### config.mk
export PLATFORM = sky130hd
export DESIGN_NAME = fetch_queue_unit
export DESIGN_NICKNAME = d
export VERILOG_FILES = /design/src/rtl/fetch_queue_unit.sv
export SDC_FILE = /design/constraint.sdc
export NUM_CORES = 1
export LEC_CHECK = 0
export BUFFER_PORTS_ARGS = -buffer_cell sky130_fd_sc_hd__buf_2
export CORE_AREA = 4 4 225 227
export CTS_BUF_LIST = sky130_fd_sc_hd__clkbuf_4
export DETAILED_ROUTE_END_ITERATION = 10
export DIE_AREA = 0 0 229 231
export PLACE_DENSITY_LB_ADDON = 0.1
export SETUP_SLACK_MARGIN = 0.3
export SLEW_MARGIN = 20
export SYNTH_ARGS = -nofsm -noshare
export SYNTH_HDL_FRONTEND = slang
export SYNTH_SLANG_ARGS = --single-unit
### constraint.sdc
create_clock -name clk -period 7.5 [get_ports clk]
set_input_delay 2.25 -clock clk [delete_from_list [all_inputs] [get_ports clk]]
set_output_delay 2.25 -clock clk [all_outputs]
set_load 0.01 [all_outputs]
### src/rtl/fetch_queue_unit.sv
// rtl/fetch_queue_unit.sv - instruction fetch front end: PC, ROM request, {pc,instr} queue, redirects
module fetch_queue_unit #(
    parameter int          DEPTH    = 4,
    parameter logic [31:0] RESET_PC = 32'h80000000,
    parameter logic [31:0] ILLOP    = 32'h80000004,
    parameter logic [31:0] XADR     = 32'h80000008
) (
    input  logic        clk,
    input  logic        reset,
    output logic        imem_req,
    output logic [31:0] imem_addr,
    input  logic [31:0] imem_rdata,
    input  logic        redir_valid,
    input  logic [1:0]  redir_sel,
    input  logic [31:0] redir_target,
    output logic        out_valid,
    input  logic        out_ready,
    output logic [31:0] out_pc,
    output logic [31:0] out_instr,
    output logic [4:0]  out_count
);
    localparam int            PW     = $clog2(DEPTH);
    localparam logic [5:0]    DEPTH6 = 6'(DEPTH);
    localparam logic [PW-1:0] LAST   = PW'(DEPTH - 1);

    logic [31:0]   fetch_pc, infl_pc, vector;
    logic          inflight, pop, push;
    logic [31:0]   q_pc    [DEPTH];
    logic [31:0]   q_instr [DEPTH];
    logic [PW-1:0] head, tail, head_nxt;
    logic [4:0]    count, count_nxt;
    logic [5:0]    occ;

    function automatic logic [PW-1:0] ptr_inc(input logic [PW-1:0] p);
        return (p == LAST) ? '0 : p + PW'(1);
    endfunction

    assign out_valid = (count != 5'd0);
    assign out_count = count;
    assign pop       = out_valid & out_ready;
    // A response owed by last cycle's request is discarded if a redirect lands now.
    assign push      = inflight & ~redir_valid;
    assign occ       = {1'b0, count} + {5'd0, inflight} - {5'd0, pop};
    assign imem_req  = ~reset & ~redir_valid & (occ < DEPTH6);
    assign imem_addr = fetch_pc;

    always_comb begin
        vector    = redir_target;
        head_nxt  = pop ? ptr_inc(head) : head;
        count_nxt = count + {4'd0, push} - {4'd0, pop};
        case (redir_sel)
            2'b01:   vector = ILLOP;
            2'b10:   vector = XADR;
            default: vector = redir_target;
        endcase
    end

    always_ff @(posedge clk or posedge reset) begin
        if (reset) begin
            fetch_pc  <= RESET_PC;
            infl_pc   <= '0;
            inflight  <= 1'b0;
            head      <= '0;
            tail      <= '0;
            count     <= '0;
            out_pc    <= '0;
            out_instr <= '0;
        end else if (redir_valid) begin
            fetch_pc <= vector;
            inflight <= 1'b0;
            head     <= '0;
            tail     <= '0;
            count    <= '0;
        end else begin
            inflight <= imem_req;
            if (imem_req) begin
                infl_pc  <= fetch_pc;
                fetch_pc <= {fetch_pc[31], fetch_pc[30:0] + 31'd4};
            end
            if (push) begin
                tail <= ptr_inc(tail);
            end
            head  <= head_nxt;
            count <= count_nxt;
            // Registered head view; the new head may be the entry being pushed this edge.
            if (count_nxt != 5'd0) begin
                if (push && head_nxt == tail) begin
                    out_pc    <= infl_pc;
                    out_instr <= imem_rdata;
                end else begin
                    out_pc    <= q_pc[head_nxt];
                    out_instr <= q_instr[head_nxt];
                end
            end
        end
    end

    always_ff @(posedge clk) begin
        if (push) begin
            q_pc[tail]    <= infl_pc;
            q_instr[tail] <= imem_rdata;
        end
    end
endmodule

==> out/qor.yml <==
clock_network:
  root_buffer: "clkbuf_4"
  postCtsSetupBuffers: 0
  ctsResizeCount: 0
  clk-insertion-delay-late_ps: 800
  clock_path_buffers: 3
  hold_buffers: 0
  cts-htree-levels: 3
  cts_buffers: 109
  clock_sinks: 394
  cts_tree: "built"
  clk_pin_slew_ps: 60
floorplan:
  die_height_um: 231
  die_w_um: 229
  core_area_um2: 48600
  rows: 81
  die_area_um2: 52900
  ioPinCount: 173
  initial_core_util: 0.395
final_layout:
  final.fill_count: 4667
  final_cells: 2743
  nets: 2117
  syn2layout_area_growth_pct: 13.3
  drive_above_1_share: 0.199
  post-route-util: 0.448
sta:
  setup_tns_ps: 0
  rsz0062_at_grt: "no"
  fmax_mhz: 154
  tightestPinTransition_ps: 1130
  post-route-period-util: 0.867
  setup_viol: 0
  slew_headroom: 0.245
  clock_skew_ps: 34.8
  period_minus_slack_ps: 6500
  hold_viol: 0
  slew_violations: 0
critical_path:
  cpMaxStageDelayCell: "ha_1"
  path_buf_inv: 5
  timing.rr.start: "out_count[3]"
  setup.worst_path.end_class: "primary output"
  path_delay_family: "simple AND/OR/NAND/NOR gates"
  crit_required_ps: 5250
  cpPeakStageDelay_ps: 250
  arrival_ps: 4250
  cp-start-kind: "primary input"
  crit_type: "in2out"
  path_max_fanout: 22
  crit_start: "out_ready"
  crit_chain: "buf_2 -> nand2_4 -> inv_2 -> ha_1 -> inv_1 -> ha_1 -> and3b_1 -> nor3_1 -> o21a_1 -> buf_4 -> nand2_1 -> nor2_1 -> buf_2"
placed_design:
  dpl.cell_count: 2539
  dpl.hpwl_um: 30500
  place.gp.congestion: 0.765
  io_buffers: 172
routing:
  wl_um: 58200
  via_per_inst: 5.79
  drtAntennaViolNets: 0
  drcViolationCount: 0
  initialDrtViolationCount: 1156
  vias: 15900
  wl_per_cell_um: 21.2
  drtPass1Iterations: 5
status:
  status: "completed"
synth:
  synth_cell_type_count: 55
  synth_top_area_frac: 0.400
  synth_cells: 1893
  yosysWarnings: 0
  ys_seq_area_frac: 0.579
  yosysTopAreaCell: "edfxtp_1"
  synth_fp_nets: 1981
  yosys_most_used_dff: "edfxtp_1"
  ys_async_sr_fraction: 0.350
  syn_avg_cell_area_um2: 10.2
  synth-edff-count: 256
  yosys-top-cells-area: "edfxtp_1, dfrtp_1, nor2_1"
  synth_seq_cells: 394
  syn_area_um2: 19200
global_route:
  overflow: 0
  grt_pass1_vias: 15900
  grt_pass1_wl_um: 90100
  antenna_found_initial: 1
  grt_max_degree: 129
  grt_use_total: 0.214
power_and_ir_drop:
  p_leak_nw: 7.96
  irDropWorstVdd_uv: 194
  p_per_area_nw_per_um2: 353
flow_run:
  maxCapViolCount: 0
hold_path:
  worstHoldStart: "imem_addr[0]"
  hp-class: "reg2reg"
-- cell families after synthesis --
family | after synthesis | synth area share
buf+inv | 193 | 0.0454
compound gates | 376 | 0.139
flops | 394 | 0.579
fa+ha+maj | 18 | 0.0121
xor+xnor | 27 | 0.0123
mux | 37 | 0.0215
simple gates | 848 | 0.191
-- synthesized netlist by cell type, types with 25 or more instances --
| master | n |
|---|---|
| nor2_1 | 342 |
| edfxtp_1 | 256 |
| nand2_1 | 228 |
| a31oi_1 | 194 |
| nor3_1 | 138 |
| dfrtp_1 | 137 |
| o311ai_0 | 129 |
| clkbuf_1 | 110 |
| nand3_1 | 77 |
| o21ai_0 | 30 |
| buf_2 | 29 |
| mux2_2 | 25 |
-- sequential cells by signal, summed over array words and instances, names as in the netlist --
register	flops
out_instr	32
tail	2
q_instr	128
out_count	5
inflight	1
imem_addr	32
out_pc	32
head	2
q_pc	128
infl_pc	32
-- through the flow --
step | setup WS [ps] | hold slack [ps] | power, mW | cell area, um^2
after global placement | 970 | 517 | 5.70 | 20300
after detailed placement | 991 | 520 | 5.77 | 20300
final | 997 | 531 | 7.70 | 21800
after floorplan | 1030 | 489 | 4.81 | 19200
after CTS | 981 | 532 | 7.79 | 21800
after global routing | 799 | 556 | 8.22 | 21800
-- layout make-up --
type | instances | area, um^2 | share of cell area
flip-flops and latches | 394 | 11100 | 0.511
multi-input cells | 1306 | 7270 | 0.334
clock buffers | 172 | 1290 | 0.0592
repair buffers | 195 | 1070 | 0.0491
well taps | 622 | 778 | 0.0357
clock inverters | 30 | 141 | 0.00649
inverters | 23 | 93.8 | 0.00431
diodes | 1 | 2.50 | 0.000115
-- layout by cell type, fill, tap and decap left out, types with 4 or more instances in the layout --
master / instances
nor2_1: 341
edfxtp_1: 256
nand2_1: 227
a31oi_1: 194
clkbuf_4: 172
buf_2: 172
nor3_1: 137
dfrtp_1: 136
o311ai_0: 129
nand3_1: 77
o21ai_0: 30
clkinv_1: 26
mux2_2: 25
buf_4: 20
inv_1: 19
xor2_1: 19
ha_1: 17
nand4_1: 15
and3_1: 10
mux2_1: 9
xnor2_1: 8
a21oi_1: 7
nor2b_1: 6
and2_4: 5
and3b_1: 4
and4_1: 4
and2_1: 4
-- report_power, final --
part | internal, mW | total, mW | switching [mW]
Combinational | 0.870 | 2.65 | 1.78
Clock | 1.07 | 1.99 | 0.919
Sequential | 2.72 | 3.06 | 0.337
-- path summary, 6_finish.rpt --
check	to	slack, ps	cells past startpoint
max reg2reg	out_pc[27]	3050	17
max	imem_req	1000	13
max in group asynchronous	head[0]	4370	3
min reg2reg	infl_pc[0]	530	1
min	infl_pc[0]	530	1
min in group asynchronous	imem_addr[17]	1680	2
-- layer usage --
| layer | vias to the layer above | track usage | wire length, um |
|---|---|---|---|
| met5 | - | 0 | 0 |
| met1 | 7886 | 0.287 | 26100 |
| met4 | 0 | 0.0727 | 1100 |
| li1 | 7385 | - | - |
| met2 | 520 | 0.351 | 27600 |
| met3 | 93 | 0.0415 | 3420 |
Note: power is estimated with default switching activity, not from simulation.
